## src/rtl/supersonic_pkg.sv

```systemverilog
// supersonic_pkg: shared definitions for the ultrasonic ranger and its controller.
//   - State encodings of the ranger FSM (also visible on the ranger debug port).
//   - Distance field width, the timeout code and the saturation ceiling.
//   - Width of the shared cycle counter.
package supersonic_pkg;

  localparam int CNT_W  = 22;
  localparam int DIST_W = 17;

  localparam logic [2:0] ST_IDLE      = 3'd0;
  localparam logic [2:0] ST_TRIG      = 3'd1;
  localparam logic [2:0] ST_WAIT_ECHO = 3'd2;
  localparam logic [2:0] ST_MEASURE   = 3'd3;
  localparam logic [2:0] ST_HOLD      = 3'd4;

  typedef enum logic [2:0] {
    IDLE      = ST_IDLE,
    TRIG      = ST_TRIG,
    WAIT_ECHO = ST_WAIT_ECHO,
    MEASURE   = ST_MEASURE,
    HOLD      = ST_HOLD
  } state_e;

  // Distance code reported when the measurement hits the timeout limit.
  localparam logic [DIST_W-1:0] DIST_TIMEOUT = 17'h1FFFF;
  // Largest real measurement; one below the timeout code so they never alias.
  localparam logic [DIST_W-1:0] DIST_SAT     = 17'h1FFFE;

endpackage

```

## src/rtl/sync2.sv

```systemverilog
// sync2: two-flop synchronizer for a single asynchronous input bit.
//   clk   - destination clock
//   rst_n - asynchronous active-low reset, clears both flops
//   d     - asynchronous input
//   q     - synchronized output, two clk cycles of latency
module sync2 (
  input  logic clk,
  input  logic rst_n,
  input  logic d,
  output logic q
);

  logic meta_q;
  logic sync_q;

  always_ff @(posedge clk or negedge rst_n) begin
    if (!rst_n) begin
      meta_q <= 1'b0;
      sync_q <= 1'b0;
    end else begin
      meta_q <= d;
      sync_q <= meta_q;
    end
  end

  assign q = sync_q;

endmodule

```

## src/rtl/supersonic_ranger.sv

```systemverilog
// supersonic_ranger: drives an ultrasonic sensor and converts echo width to mm.
//   clk, rst_n  - clock and asynchronous active-low reset
//   trigger     - measurement request, rising edge starts a measurement from IDLE
//   trig_out    - trigger line to the sensor, high for TRIG_CYC cycles
//   triggerSuc  - one-cycle pulse in the cycle trig_out falls
//   echo        - asynchronous echo line from the sensor
//   valid       - one-cycle pulse, distance updated
//   distance    - last result in mm (17'h1FFFF on timeout), held between pulses
//   timeout     - one-cycle pulse coincident with valid when the measurement timed out
//   busy        - high whenever the FSM is not in IDLE
//   dbg_state   - current FSM state encoding
//
// Handshake: valid is a single-cycle strobe with no ready/back-pressure; the
// consumer must capture distance/timeout in the cycle valid is high (distance
// stays stable afterwards until the next valid).
module supersonic_ranger
  import supersonic_pkg::*;
#(
  parameter int TRIG_CYC = 500,
  parameter int DIV      = 291,
  parameter int TIMEOUT  = 1_900_000,
  parameter int HOLDOFF  = 3_000_000
) (
  input  logic              clk,
  input  logic              rst_n,
  input  logic              trigger,
  output logic              triggerSuc,
  output logic              valid,
  output logic [DIST_W-1:0] distance,
  output logic              timeout,
  output logic              busy,
  output logic              trig_out,
  input  logic              echo,
  output logic [2:0]        dbg_state
);

  localparam int SUB_W = $clog2(DIV) + 1;

  localparam logic [CNT_W-1:0] TRIG_LAST = CNT_W'(TRIG_CYC - 1);
  localparam logic [CNT_W-1:0] TMO_LAST  = CNT_W'(TIMEOUT - 1);
  localparam logic [CNT_W-1:0] HOLD_LAST = CNT_W'(HOLDOFF - 1);
  localparam logic [SUB_W-1:0] SUB_LAST  = SUB_W'(DIV - 1);

  logic echo_s;

  sync2 u_echo_sync (
    .clk   (clk),
    .rst_n (rst_n),
    .d     (echo),
    .q     (echo_s)
  );

  state_e             state_q, state_d;
  logic [CNT_W-1:0]   cnt_q, cnt_d;
  logic [SUB_W-1:0]   sub_q, sub_d;
  logic [DIST_W-1:0]  acc_q, acc_d;
  logic [DIST_W-1:0]  dist_q, dist_d;
  logic               trig_prev_q;
  logic               trig_out_q, trig_out_d;
  logic               suc_q, suc_d;
  logic               valid_q, valid_d;
  logic               tmo_q, tmo_d;
  logic               busy_q, busy_d;

  always_comb begin
    state_d    = state_q;
    cnt_d      = cnt_q + CNT_W'(1);
    sub_d      = sub_q;
    acc_d      = acc_q;
    dist_d     = dist_q;
    trig_out_d = trig_out_q;
    suc_d      = 1'b0;
    valid_d    = 1'b0;
    tmo_d      = 1'b0;

    case (state_q)
      IDLE: begin
        cnt_d = '0;
        if (trigger && !trig_prev_q) begin
          state_d    = TRIG;
          trig_out_d = 1'b1;
        end
      end

      TRIG: begin
        if (cnt_q == TRIG_LAST) begin
          state_d    = WAIT_ECHO;
          cnt_d      = '0;
          trig_out_d = 1'b0;
          suc_d      = 1'b1;
        end
      end

      WAIT_ECHO: begin
        if (echo_s) begin
          // The cycle that detects echo is itself an echo-high cycle, so it
          // is counted here; otherwise every result would lose one cycle.
          state_d = MEASURE;
          cnt_d   = '0;
          acc_d   = '0;
          if (SUB_LAST == '0) begin
            sub_d = '0;
            acc_d = DIST_W'(1);
          end else begin
            sub_d = SUB_W'(1);
          end
        end else if (cnt_q == TMO_LAST) begin
          state_d = HOLD;
          cnt_d   = '0;
          dist_d  = DIST_TIMEOUT;
          valid_d = 1'b1;
          tmo_d   = 1'b1;
        end
      end

      MEASURE: begin
        if (!echo_s) begin
          state_d = HOLD;
          cnt_d   = '0;
          dist_d  = acc_q;
          valid_d = 1'b1;
        end else if (cnt_q == TMO_LAST) begin
          state_d = HOLD;
          cnt_d   = '0;
          dist_d  = DIST_TIMEOUT;
          valid_d = 1'b1;
          tmo_d   = 1'b1;
        end else if (sub_q == SUB_LAST) begin
          sub_d = '0;
          if (acc_q != DIST_SAT) acc_d = acc_q + DIST_W'(1);
        end else begin
          sub_d = sub_q + SUB_W'(1);
        end
      end

      HOLD: begin
        if (cnt_q == HOLD_LAST) begin
          state_d = IDLE;
          cnt_d   = '0;
        end
      end

      default: begin
        state_d    = IDLE;
        cnt_d      = '0;
        trig_out_d = 1'b0;
      end
    endcase

    busy_d = (state_d != IDLE);
  end

  always_ff @(posedge clk or negedge rst_n) begin
    if (!rst_n) begin
      state_q     <= IDLE;
      cnt_q       <= '0;
      sub_q       <= '0;
      acc_q       <= '0;
      dist_q      <= '0;
      trig_prev_q <= 1'b0;
      trig_out_q  <= 1'b0;
      suc_q       <= 1'b0;
      valid_q     <= 1'b0;
      tmo_q       <= 1'b0;
      busy_q      <= 1'b0;
    end else begin
      state_q     <= state_d;
      cnt_q       <= cnt_d;
      sub_q       <= sub_d;
      acc_q       <= acc_d;
      dist_q      <= dist_d;
      // Tracks trigger in every state so a level held through a busy
      // period cannot look like a fresh edge on return to IDLE.
      trig_prev_q <= trigger;
      trig_out_q  <= trig_out_d;
      suc_q       <= suc_d;
      valid_q     <= valid_d;
      tmo_q       <= tmo_d;
      busy_q      <= busy_d;
    end
  end

  assign trig_out   = trig_out_q;
  assign triggerSuc = suc_q;
  assign valid      = valid_q;
  assign timeout    = tmo_q;
  assign distance   = dist_q;
  assign busy       = busy_q;
  assign dbg_state  = state_q;

endmodule

```

## config.mk

```make
export PLATFORM = sky130hd
export DESIGN_NAME = supersonic_ranger
export DESIGN_NICKNAME = d
export VERILOG_FILES = /design/src/rtl/supersonic_pkg.sv /design/src/rtl/sync2.sv /design/src/rtl/supersonic_ranger.sv
export SDC_FILE = /design/constraint.sdc
export NUM_CORES = 1
export LEC_CHECK = 0
export ABC_AREA = 1
export CORE_UTILIZATION = 60
export CTS_CLUSTER_SIZE = 30
export DETAILED_ROUTE_END_ITERATION = 8
export GPL_TIMING_DRIVEN = 0
export PLACE_DENSITY = 0.93
export SYNTH_ARGS = -nofsm -noshare
export SYNTH_HDL_FRONTEND = slang
export SYNTH_SLANG_ARGS = --single-unit
```

## constraint.sdc

```tcl
create_clock -name clk -period 1.9 [get_ports clk]
set_input_delay 0.57 -clock clk [delete_from_list [all_inputs] [get_ports clk]]
set_output_delay 0.57 -clock clk [all_outputs]
set_load 0.01 [all_outputs]
```

==> reports/metrics.yaml, run 1 <==
die:
  dieHeight_um: 89.41
  ios: 29
  core_region_area_um2: 7331
  die_w_um: 89.41
  die-area_um2: 7994
  rows: 31
  start_util_pct: 62.54
global_routing:
  grt_start_max_net_pins: 54
  grt_first_pass_wirelength_mm: 18.38
  grt.total_usage_pct: 30.54
  antenna_found_initial: 0
  grt_pass1_vias: 4030
  grt_overflow: 0
synth:
  synth_xor_area_share_pct: 3.630
  synthAdderAreaFrac_pct: 1.365
  yosys_warnings: 0
  syn_avg_cell_area_um2: 7.174
  synth_area_um2: 4584
  synthMuxAreaShare_pct: 0
  synth-compound-area-share_pct: 5.213
  seq_area_frac_synth_pct: 42.03
  synthCells: 639
  synth.top_cell.area_share_pct: 42.03
  ys_top_cells_by_area: "dfrtp_1, nand2_1, nor2_1, inv_1, nand3_1"
  yosys.area_share.simple_pct: 37.94
  ys_seq_elements: 77
  synth_fp_nets: 648
  synth_top_family_by_area: "simple AND/OR/NAND/NOR gates"
  synth_top_area_cell: "dfrtp_1"
  synth_cell_types: 36
sta:
  setup_tns_ns: 0
  max_slew_margin_pct: 64.72
  setup_viol: 0
  tightestPinTransition_ns: 0.5292
  max_freq_mhz: 535.4
  period_share_pct: 98.31
  finalHoldViolCount: 0
  report.final.slew_viol_count: 0
  fin_worst_skew_ns: 0.007946
  setup_slack_ns: 0.03216
  finalCriticalPeriod_ns: 1.868
final_layout:
  layout_common_cells: "nand2_1, nor2_1, inv_1"
  layout_commonest_cell: "nand2_1"
  drive_above_1_share_pct: 12.23
  antenna_cells: 0
  finalNetCount: 699
  nFillCells: 504
  syn_to_final_growth_pct: 18.01
worst_setup_path:
  crit_buf_inv: 1
  critPathKind: "register to primary output"
  cp.required_ns: 1.33
  r2r-start: "cnt_q[16]"
  cp-start-kind: "register"
  critPathArrivalTime_ns: 1.30
  cpMaxStageDelayCell: "clkdlybuf4s50_1"
  reg2reg_slack_ns: 0.06
  cp_max_fo: 2
  crit_chain: "clkdlybuf4s50_1"
  worst_r2r_endpoint: "cnt_q[3]"
  end_kind: "primary output"
  critical-path-max-stage-delay_ns: 0.55
  path_delay_family: "buffers and inverters"
  rr_worst_depth: 9
clock_tree:
  cts.path.max_buffers: 2
  cts_hold_buf: 0
  cts.htree.levels: 3
  path_clk_slew_ns: 0.07
  clock_latency_ns: 0.36
  cts_tree: "built"
  cts_made_buffers: 9
  cts-root-buf: "clkbuf_8"
  cts_sinks: 77
placement:
  place_ws_ns: -0.05524
  hpwl_mm: 7.592
  portBuffers: 28
  routabilityCongestion: 1.013
routing:
  totalWireLength_mm: 11.67
  drtPass1Iterations: 5
  wl_per_cell_um: 14.70
  drc: 0
  routed_via_density: 5.613
  postRouteAntennaNets: 0
  drtIter0Drc: 518
  vias: 4457
run_status:
  outcome: "finished clean"
min_path:
  min_path_type: "input port to async pin"
power_and_ir_drop:
  p_leak_uw: 0.002791
  power.density_nw_per_um2: 591.4
  irDropWorstVdd_uv: 392.3
job:
  cap_violations: 0
## state kept, by name, summed over array words and instances (netlist names)
signal / flops
busy: 1
sub_q: 10
triggerSuc: 1
cnt_q: 22
valid: 1
acc_q: 17
u_echo_sync.meta_q: 1
dbg_state: 3
trig_prev_q: 1
distance: 17
timeout: 1
u_echo_sync.q: 1
trig_out: 1
## synth_stat cells
| cell type | count |
|---|---|
| nand2_2 | 8 |
| inv_1 | 87 |
| a31oi_1 | 1 |
| o21ai_4 | 1 |
| o211ai_1 | 1 |
| nor4_1 | 1 |
| ha_1 | 5 |
| nor2_4 | 3 |
| xnor2_1 | 2 |
| nand4_1 | 13 |
| buf_4 | 2 |
| nand3_1 | 62 |
| clkbuf_1 | 3 |
| or2_2 | 2 |
| nor2_2 | 7 |
| o21bai_1 | 10 |
| buf_2 | 4 |
| o31ai_1 | 1 |
| nor2_1 | 106 |
| nand2_4 | 3 |
| o21a_1 | 1 |
| a31o_2 | 1 |
| dfrtp_1 | 77 |
| nand3_2 | 2 |
| nor3_1 | 11 |
| nand2_1 | 170 |
| nand3b_1 | 4 |
| buf_6 | 5 |
| xor2_1 | 17 |
| nor2_8 | 1 |
| a21oi_1 | 4 |
| o21ai_1 | 9 |
| and2_1 | 1 |
| inv_4 | 1 |
| inv_2 | 4 |
| o21ai_0 | 9 |
## where the power goes
group | total (µW) | internal [µW] | switching, µW
combinational | 47.1 | 11.6 | 35.5
clock | 1510 | 908 | 601
sequential | 1640 | 1640 | 3.48
total | 3200 | 2560 | 639
## through the flow
stage	utilization (%)	std cells	total power (µW)	hold WS, ns	cell area (µm²)
4_1_cts	71.99	786	3209	0.1257	5278
5_1_grt	73.80	794	3289	0.1437	5410
6_report	73.80	794	3200	0.1164	5410
3_5_place_dp	68.39	767	1726	0.3518	5014
2_1_floorplan	-	639	1679	0.2744	4584
3_3_place_gp	68.05	766	1718	0.3311	4989
## logic make-up (layout without fill, tap and decap cells)
group / after synthesis / after routing
flops: 77 / 77
compound gates: 38 / 38
xor+xnor: 19 / 19
simple gates: 394 / 394
buf+inv: 106 / 162
fa+ha+maj: 5 / 5
## how the worst max path moves through the flow
stage	slack (ns)	to	depth (start not counted)	start
CTS	0.01	distance[4]	1	distance[4]
global placement	-2.32	sub_q[4]	1	rst_n
global route	-0.06	cnt_q[8]	10	cnt_q[8]
floorplan	0.24	acc_q[12]	12	sub_q[0]
finish	0.03	distance[5]	1	distance[5]
detailed placement	-0.06	acc_q[6]	12	sub_q[0]
## repair_timing
action | in CTS | in global routing
buffers inserted | 3 | 8
setup endpoints to repair | 16 | 55
pin swaps | 1 | 6
resized for setup | 4 | 16
## per-layer routing
layer  global-route usage, %  wire [µm]  vias to the layer above
met1                   40.38       4765                     2027
met2                   48.37       5456                      272
li1                        -          -                     2093
met5                       0          0                        -
met3                   6.002        946                       65
met4                   14.72        501                        0
## layout make-up
cell class	count	area, µm²	area share [%]
plain buffers	14	105.1	1.943
multi-input cells	456	2245	41.49
flip-flops and latches	77	1932	35.71
inverters	92	347.8	6.429
clock buffers	12	145.1	2.683
well taps	99	123.9	2.290
clock inverters	4	95.09	1.758
repair buffers	40	416.7	7.701
(Power assumes the default switching activity.)
==> inputs of run 2 (changes only) <==
Settings changed: CAP_MARGIN set to 20, REMOVE_ABC_BUFFERS set to 1.
==> run 2 against run 1 <==
Against the previous run: the run now ends with setup timing left; power down 8.8%; utilization is 0.68 points lower; cell count shrank 1.0%.
==> reports/metrics.yaml, run 2 (same netlist as run 1, synthesis figures left out) <==
final_layout:
  syn_to_final_growth_pct: 16.92
  instances_no_fill: 786
  postLayoutCoreUtil_pct: 73.12
  final_area_um2: 5360
  layout_commonest_cell: "nand2_1"
  largest_reg_flops: 22
  antenna_cells: 0
  finalNetCount: 691
  drive_above_1_share_pct: 11.50
  layout_common_cells: "nand2_1, nor2_1, inv_1"
  top_register: "cnt_q"
routing:
  drc: 0
  routed_via_density: 5.754
  postRouteAntennaNets: 0
  vias: 4523
  drtIter0Drc: 486
  wl_per_cell_um: 15.13
  drtPass1Iterations: 7
  totalWireLength_mm: 11.90
global_routing:
  grt_first_pass_wirelength_mm: 17.75
  grt_pass1_vias: 4027
  antenna_found_initial: 0
  grt_overflow: 0
  grt.total_usage_pct: 29.02
  grt_start_max_net_pins: 61
power_and_ir_drop:
  p_comb_share_pct: 1.6
  p_int_uw: 2256
  switching_share_pct: 22.68
  p_leak_uw: 0.002724
  total_power_uw: 2918
  irDropWorstVdd_uv: 372.0
  clock_power_share_pct: 42.0
  p_switching_uw: 661.9
  pwr-share-seq_pct: 56.3
  power.density_nw_per_um2: 544.4
sta:
  tightestPinTransition_ns: 0.4874
  max_slew_margin_pct: 67.26
  setup_tns_ns: -0.04611
  report.final.slew_viol_count: 0
  setup_slack_ns: -0.02087
  setup_viol: 6
  rsz0062_at_grt: "yes"
  period_share_pct: 101.1
  fin_worst_skew_ns: 0.01274
  max_freq_mhz: 520.6
  finalCriticalPeriod_ns: 1.921
  finalHoldViolCount: 0
clock_tree:
  clock_latency_ns: 0.37
  cts_made_buffers: 9
  cts_hold_buf: 0
  cts.path.max_buffers: 2
  cts_sinks: 77
  cts-root-buf: "clkbuf_8"
  path_clk_slew_ns: 0.09
  cts.htree.levels: 3
  cts_tree: "built"
worst_setup_path:
  end_kind: "register"
  cp.required_ns: 2.16
  critPathKind: "register to register"
  critPathArrivalTime_ns: 2.18
  cp-start-kind: "register"
  cp_max_fo: 8
  reg2reg_slack_ns: -0.02
placement:
  dp.cells: 753
  portBuffers: 28
  hpwl_mm: 7.163
  place_area_um2: 4911
  routabilityCongestion: 0.9212
die:
  start_util_pct: 62.54
  die-area_um2: 7994
  rows: 31
  dieHeight_um: 89.41
  ios: 29
  core_region_area_um2: 7331
  die_w_um: 89.41
run_status:
  outcome: "finished with violations"
  violations: "setup timing"
min_path:
  min_path_type: "input port to async pin"
job:
  cap_violations: 0
-- run 2: final cells by class --
cell class              instances  area (µm²)
clock inverters                 6       63.81
multi-input cells             458        2282
well taps                      99       123.9
inverters                      92       360.3
repair inverters                1       8.758
fillers                       494        1971
clock buffers                  10       127.6
flip-flops and latches         77        1932
repair buffers                 43       461.7
-- run 2: per-stage QoR --
stage,setup WS (ns),hold slack (ns)
after floorplan,0.04802,0.2744
after global placement,-2.360,0.3354
after detailed placement,-0.4153,0.3355
after CTS,0.001944,0.08880
after global routing,-0.08466,0.1035
final,-0.02087,0.06942
-- run 2: worst paths after layout --
path                               startpoint            end  cells after the start
max                              dbg_state[2]       acc_q[0]                     13
min                                     rst_n      cnt_q[16]                      1
max reg2reg                      dbg_state[2]       acc_q[0]                     13
min reg2reg                u_echo_sync.meta_q  u_echo_sync.q                      0
max in group asynchronous               rst_n   dbg_state[0]                      2
min in group clk           u_echo_sync.meta_q  u_echo_sync.q                      0
-- run 2: power by group through the flow --
stage	sequential (µW)	clock [µW]	combinational [µW]
after global placement	1680	0	42.1
after floorplan	1680	0	3.02
after detailed placement	1680	0	50.2
after CTS	1640	1230	50.2
after global routing	1640	1290	55.5
final	1640	1230	47.7
-- run 2: worst max-delay path, stage by stage (launching register included) --
cell,delay [ns]
dfrtp_1,0.41
inv_2,0.08
nand2_2,0.08
nor2_4,0.23
buf_6,0.16
nand2_1,0.06
nor2_1,0.12
nand2_1,0.08
nand2_2,0.09
nor2_4,0.05
buf_12,0.14
clkbuf_16,0.16
nand3_1,0.07
nand2_1,0.07
-- run 2: layer usage --
metal  share of wire, %  vias to the layer above  track usage (%)
met4                4.4                        0            14.00
li1                   -                     2081                -
met3                8.0                       73            4.247
met1                 40                     2085            37.95
met2                 47                      284            47.54
met5                  0                        -                0
-- run 2: what timing repair did --
| action | 4_1_cts | 5_1_grt |
|---|---|---|
| gates cloned | 0 | 4 |
| setup buffers | 2 | 11 |
| endpoints found under the setup margin | 40 | 40 |
| pin swaps | 3 | 5 |
| gates resized for setup | 6 | 21 |
